[config.mk]
export PLATFORM = sky130hd
export DESIGN_NAME = stim_prog_arbiter
export DESIGN_NICKNAME = d
export VERILOG_FILES = /design/src/rtl/stim_prog_pkg.sv /design/src/rtl/prog_req_fifo.sv /design/src/rtl/stim_prog_arbiter.sv
export SDC_FILE = /design/constraint.sdc
export NUM_CORES = 1
export LEC_CHECK = 0
export BUFFER_PORTS_ARGS = -buffer_cell sky130_fd_sc_hd__buf_2
export CORE_MARGIN = 8
export CORE_UTILIZATION = 50
export DETAILED_ROUTE_END_ITERATION = 12
export PLACE_DENSITY = 0.78
export SYNTH_ARGS = -nofsm -noshare
export SYNTH_HDL_FRONTEND = slang
export SYNTH_SLANG_ARGS = --single-unit
[constraint.sdc]
create_clock -name dataclk -period 3 [get_ports dataclk]
set_input_delay 0.75 -clock dataclk [delete_from_list [all_inputs] [get_ports dataclk]]
set_output_delay 0.75 -clock dataclk [all_outputs]
set_load 0.005 [all_outputs]
[src/rtl/stim_prog_pkg.sv]
// Shared definitions for the stimulation programming-bus arbiter.
// Holds the bus field widths, the arbiter FSM encoding, the grant-source
// constants and the packed request record carried through the host
// holding register and the closed-loop FIFO.
package stim_prog_pkg;

  localparam int MODULE_W = 5;
  localparam int ADDR_W   = 4;
  localparam int WORD_W   = 16;

  typedef enum logic [1:0] {
    ST_IDLE   = 2'd0,
    ST_SETUP  = 2'd1,
    ST_STROBE = 2'd2,
    ST_HOLD   = 2'd3
  } prog_state_e;

  localparam logic SRC_HOST = 1'b0;
  localparam logic SRC_CL   = 1'b1;

  typedef struct packed {
    logic [MODULE_W-1:0] mod;
    logic [ADDR_W-1:0]   addr;
    logic [WORD_W-1:0]   word;
  } prog_req_t;

endpackage

[src/rtl/prog_req_fifo.sv]
// Synchronous FIFO of programming requests (closed-loop write path).
// Ports:
//   clk, reset      : clock, synchronous active-high reset (empties FIFO)
//   push, din       : write a request (ignored when full)
//   pop             : drop the head entry (ignored when empty)
//   dout            : head entry (valid while count != 0)
//   count           : occupancy, 0..DEPTH
//   full, empty     : occupancy flags
// A push and a pop in the same cycle leave count unchanged. The head of an
// empty FIFO only becomes visible after the pushing edge, so a freshly
// pushed entry is not usable in the cycle it is written.
module prog_req_fifo
  import stim_prog_pkg::*;
#(
  parameter int DEPTH = 4
) (
  input  logic                     clk,
  input  logic                     reset,
  input  logic                     push,
  input  logic                     pop,
  input  prog_req_t                din,
  output prog_req_t                dout,
  output logic [$clog2(DEPTH):0]   count,
  output logic                     full,
  output logic                     empty
);

  localparam int AW = $clog2(DEPTH);
  localparam logic [AW:0] FULL_CNT = (AW+1)'(DEPTH);

  prog_req_t      mem [DEPTH];
  logic [AW-1:0]  wr_ptr;
  logic [AW-1:0]  rd_ptr;
  logic           do_push;
  logic           do_pop;

  assign full    = (count == FULL_CNT);
  assign empty   = (count == '0);
  assign do_push = push && !full;
  assign do_pop  = pop && !empty;
  assign dout    = mem[rd_ptr];

  // Storage carries no reset; only the pointers and count define validity.
  always_ff @(posedge clk) begin
    if (do_push) begin
      mem[wr_ptr] <= din;
    end
  end

  always_ff @(posedge clk) begin
    if (reset) begin
      wr_ptr <= '0;
      rd_ptr <= '0;
      count  <= '0;
    end else begin
      if (do_push) begin
        wr_ptr <= wr_ptr + 1'b1;
      end
      if (do_pop) begin
        rd_ptr <= rd_ptr + 1'b1;
      end
      case ({do_push, do_pop})
        2'b10:   count <= count + 1'b1;
        2'b01:   count <= count - 1'b1;
        default: count <= count;
      endcase
    end
  end

endmodule

[src/rtl/stim_prog_arbiter.sv]
// Arbiter for the stimulation-sequencer programming bus.
// Two requesters share prog_module/prog_address/prog_word/prog_trig: the
// host (one-entry holding register) and the closed-loop controller (FIFO).
// Each write presents the fields for SETUP_CYCLES before prog_trig rises,
// keeps prog_trig high for HIGH_CYCLES, then holds the fields for
// HOLD_CYCLES. A new write is only started from IDLE while prog_allow=1.
// Ports:
//   dataclk, reset                : clock, synchronous active-high reset
//   host_valid/ready/module/...   : host request, valid/ready handshake
//   cl_valid/ready/module/...     : closed-loop request, valid/ready
//   prog_allow                    : issuance permitted (sampled in IDLE)
//   prog_module/address/word/trig : programming bus
//   busy                          : transaction in progress
//   grant_src                     : source of current/last write
//   cl_fifo_count                 : closed-loop FIFO occupancy
// Handshake: a request transfers on any edge where valid && ready are both
// high; ready depends only on registered state, never on valid.
module stim_prog_arbiter
  import stim_prog_pkg::*;
#(
  parameter int SETUP_CYCLES  = 2,
  parameter int HIGH_CYCLES   = 2,
  parameter int HOLD_CYCLES   = 2,
  parameter int CL_FIFO_DEPTH = 4
) (
  input  logic                             dataclk,
  input  logic                             reset,
  input  logic                             host_valid,
  output logic                             host_ready,
  input  logic [MODULE_W-1:0]              host_module,
  input  logic [ADDR_W-1:0]                host_address,
  input  logic [WORD_W-1:0]                host_word,
  input  logic                             cl_valid,
  output logic                             cl_ready,
  input  logic [MODULE_W-1:0]              cl_module,
  input  logic [ADDR_W-1:0]                cl_address,
  input  logic [WORD_W-1:0]                cl_word,
  input  logic                             prog_allow,
  output logic [MODULE_W-1:0]              prog_module,
  output logic [ADDR_W-1:0]                prog_address,
  output logic [WORD_W-1:0]                prog_word,
  output logic                             prog_trig,
  output logic                             busy,
  output logic                             grant_src,
  output logic [$clog2(CL_FIFO_DEPTH):0]   cl_fifo_count
);

  // Phase counter; phase lengths must not exceed 256 cycles.
  localparam int CNT_W = 8;

  prog_state_e        state;
  prog_state_e        state_d;
  logic [CNT_W-1:0]   cnt;
  logic [CNT_W-1:0]   cnt_d;

  logic               host_pending;
  prog_req_t          host_req;
  prog_req_t          cl_head;
  logic               cl_full;
  logic               cl_empty;
  logic               last_cl;      // 1 when the previous grant went to closed-loop
  logic               grant;
  logic               grant_cl;

  assign host_ready = ~host_pending;
  assign cl_ready   = ~cl_full;
  assign busy       = (state != ST_IDLE);

  prog_req_fifo #(
    .DEPTH (CL_FIFO_DEPTH)
  ) u_cl_fifo (
    .clk   (dataclk),
    .reset (reset),
    .push  (cl_valid && cl_ready),
    .pop   (grant && grant_cl),
    .din   ('{mod: cl_module, addr: cl_address, word: cl_word}),
    .dout  (cl_head),
    .count (cl_fifo_count),
    .full  (cl_full),
    .empty (cl_empty)
  );

  always_comb begin
    state_d  = state;
    cnt_d    = cnt;
    grant    = 1'b0;
    grant_cl = 1'b0;
    unique case (state)
      ST_IDLE: begin
        if (prog_allow && (host_pending || !cl_empty)) begin
          grant    = 1'b1;
          // With both pending, the source not served last wins.
          grant_cl = !cl_empty && (!host_pending || !last_cl);
          state_d  = ST_SETUP;
          cnt_d    = CNT_W'(SETUP_CYCLES - 1);
        end
      end
      ST_SETUP: begin
        if (cnt == '0) begin
          state_d = ST_STROBE;
          cnt_d   = CNT_W'(HIGH_CYCLES - 1);
        end else begin
          cnt_d = cnt - 1'b1;
        end
      end
      ST_STROBE: begin
        if (cnt == '0) begin
          state_d = ST_HOLD;
          cnt_d   = CNT_W'(HOLD_CYCLES - 1);
        end else begin
          cnt_d = cnt - 1'b1;
        end
      end
      ST_HOLD: begin
        if (cnt == '0) begin
          state_d = ST_IDLE;
          cnt_d   = '0;
        end else begin
          cnt_d = cnt - 1'b1;
        end
      end
      default: begin
        state_d = ST_IDLE;
        cnt_d   = '0;
      end
    endcase
  end

  always_ff @(posedge dataclk) begin
    if (reset) begin
      state        <= ST_IDLE;
      cnt          <= '0;
      prog_trig    <= 1'b0;
      prog_module  <= '0;
      prog_address <= '0;
      prog_word    <= '0;
      grant_src    <= SRC_HOST;
      last_cl      <= 1'b1;      // host wins the first contested grant
      host_pending <= 1'b0;
      host_req     <= '0;
    end else begin
      state     <= state_d;
      cnt       <= cnt_d;
      // Registered strobe: high exactly while the FSM sits in STROBE.
      prog_trig <= (state_d == ST_STROBE);
      if (grant) begin
        if (grant_cl) begin
          prog_module  <= cl_head.mod;
          prog_address <= cl_head.addr;
          prog_word    <= cl_head.word;
        end else begin
          prog_module  <= host_req.mod;
          prog_address <= host_req.addr;
          prog_word    <= host_req.word;
        end
        grant_src <= grant_cl ? SRC_CL : SRC_HOST;
        last_cl   <= grant_cl;
      end
      if (grant && !grant_cl) begin
        host_pending <= 1'b0;
      end else if (host_valid && host_ready) begin
        host_pending <= 1'b1;
        host_req     <= '{mod: host_module, addr: host_address, word: host_word};
      end
    end
  end

endmodule

==> results.yml <==
outcome:
  status: "complete, no violations"
grt:
  antenna_found_initial: 4
  grt_start_max_net_pins: 37
  use_met3_pct: 5.346
  grt_pass1_vias: 4696
  gr-total-overflow: 0
  grt.busiest_layer: "met2"
  grt.total_usage_pct: 17.57
  grtUsageMet2_pct: 28.20
  met1_usage_pct: 21.20
  grt_pass1_wl_mm: 24.56
min_path:
  whs_path_depth: 2
  hp-class: "flip-flop to flip-flop"
floorplan:
  start_util_pct: 50.39
  placementRows: 43
  fp.dieW_um: 133.6
  fp.dieArea_um2: 17840
  io_pins: 88
  core_um2: 13720
  fp.dieH_um: 133.6
yosys:
  ys_seq_elements: 173
  yosys-top-cells-count: "edfxtp_1 (100), nand2_1 (83), dfxtp_1 (73)"
  synth_edf_count: 100
  yosysWarnings: 0
  synthesis.area_um2: 6913
  yosysTopAreaCell: "edfxtp_1"
  synth_area_leaders: "edfxtp_1 (43%), dfxtp_1 (21%), mux4_2 (8.1%)"
  synth.net_count: 589
  ys_types: 45
  async_flop_share_pct: 0
  synthCells: 522
  synth.most_common_cell: "edfxtp_1"
  ys_seq_area_share_pct: 64.58
  syn_area_per_cell_um2: 13.24
  yosys.area.top_type_share_pct: 43.44
  synth_flop_cell: "edfxtp_1"
timing:
  fmax_mhz: 378.7
  rsz0062_at_grt: "no"
  fin_skew_ns: 0.005613
  worst_slew_pin_slew_ns: 0.8500
  fin_crit_sh_pct: 88.01
  setup_tns_ns: 0
  drv_slew: 0
  setup_violations: 0
  layout_min_cycle_time_ns: 2.640
  slew_headroom_pct: 43.14
  hold_violations: 0
final_layout:
  final_area_um2: 8063
  stdcell_count: 803
  seq_area_um2: 4466
  layout.nets: 675
  syn2layout_area_growth_pct: 16.63
  drive_gt1_share_pct: 26.89
  multi_input_area_um2: 2210
  n_fill_cell: 1070
  fin_util_pct: 58.77
detailed_routing:
  drc_errors: 0
  wl_per_cell_um: 19.00
  drt_iter0_drc: 346
  vias_per_cell: 5.573
  drt-total-wl_mm: 15.25
  dr.pass1.iters: 5
  ant_nets: 0
  num_vias: 4475
critical_path:
  reg2reg_depth: 10
  end_kind: "flip-flop"
  critPathLaunchType: "flip-flop"
  worstSetupPathType: "flip-flop to flip-flop"
  worstPathRequired_ns: 3.35
  cp.arrival_ns: 2.99
  worstPathMaxFanout: 10
placed_design:
  placed_area_um2: 7502
  gp_congestion: 0.7887
  place_hpwl_mm: 9.714
  port_buffers: 87
  dp_cells: 769
cts:
  cts.repair.resized: 0
  clock_latency_ns: 0.42
  clkTransAtPathRegs_ns: 0.06
  clockBufferDepth: 2
  ctsHtreeMaxLevel: 4
  clock-sinks: 173
  hold_buffers: 0
  cts_tree: "yes"
  root_buffer: "clkbuf_16"
  post-cts-setup-buffers: 0
  numCtsBuffers: 17
power:
  cellPowerDensity_nw_per_um2: 924.5
  p_leak_uw: 0.002922
  irDropWorstVdd_v: 0.0004183
job:
  maxCapViolCount: 0
## sequential cells by signal, summed over array words and instances, names as in the netlist, 3 cells and up, named ones only
name             flops
prog_address         4
prog_word           16
host_req            25
cnt                  8
u_cl_fifo.mem      100
prog_module          5
u_cl_fifo.count      3
## metrics by stage
stage | worst slack, ns | total power (uW) | hold WS (ns)
2_1_floorplan | 0.6440 | 4813 | 0.4366
3_3_place_gp | 0.5122 | 5354 | 0.4441
3_5_place_dp | 0.3643 | 5446 | 0.4483
4_1_cts | 0.3433 | 7509 | 0.4567
5_1_grt | 0.1359 | 7864 | 0.4852
6_report | 0.3597 | 7454 | 0.4543
## final cells by class
class                      count  area share, %
clock buffer                  28          6.564
antenna                        2        0.06207
clock inverter                 4         0.3259
timing repair buffer          99          6.673
sequential                   173          55.38
inverter                      17         0.7914
multi-input combinational    300          27.41
tap                          180          2.793
## layer usage
metal,vias up,share of wire (%),wire length (um)
met2,130,50,7552
li1,2096,-,-
met4,4,2.2,330
met3,30,5.2,791
met5,-,0.15,23
met1,2215,43,6556
## worst paths after layout
| kind | slack (ns) | endpoint | start |
|---|---|---|---|
| worst max-delay path | 0.36 | u_cl_fifo.count[2] | state[0] |
| worst min-delay path | 0.45 | host_req[22] | host_req[22] |
| worst max register to register | 0.36 | u_cl_fifo.count[2] | state[0] |
| worst min register to register | 0.45 | host_req[22] | host_req[22] |
## layout by cell type, fill, tap and decap left out, types with 3 or more instances in the layout
cell type  synthesis  routed
dfxtp_1           73      72
a21oi_1           36      36
nand2_1           83      83
clkbuf_8           0       4
edfxtp_1         100     100
inv_1             17      17
or3_1              4       4
xnor2_1            8       8
clkbuf_1          16       5
clkbuf_16          0      18
ha_1              11      11
nor2_1            41      41
buf_2              7      87
a211oi_2           3       3
and3_1             4       4
mux4_2            25      25
a2111oi_2          3       3
nand3_1           25      25
buf_4              3      11
a311oi_1          25      25
## power by group
| part | switching (uW) | internal (uW) | leakage, uW |
|---|---|---|---|
| sequential | 231 | 2920 | 0.00152 |
| clock | 843 | 1200 | 0.000269 |
| combinational | 1320 | 937 | 0.00114 |
## cell families (layout without fill, tap and decap cells)
| family | count (synthesis) | after routing | synth area share (%) |
|---|---|---|---|
| AO/OA/AOI/OAI | 79 | 79 | 8.652 |
| XOR/XNOR | 10 | 10 | 1.267 |
| adder cells (fa/ha/maj) | 12 | 12 | 2.281 |
| flip-flops | 173 | 173 | 64.58 |
| AND/OR/NAND/NOR | 174 | 174 | 11.58 |
| multiplexers | 25 | 25 | 8.145 |
| buffers and inverters | 49 | 148 | 3.493 |
| other | 0 | 2 | 0 |
## worst max-delay path, stage by stage (launching register included)
cell	delay (ns)
dfxtp_1	0.34
inv_1	0.14
ha_1	0.46
nand4_2	0.25
inv_1	0.13
ha_1	0.19
inv_1	0.06
fa_1	0.38
xor2_1	0.17
or3_1	0.31
a21oi_1	0.14
No activity file was read; power rests on OpenSTA's default activity.
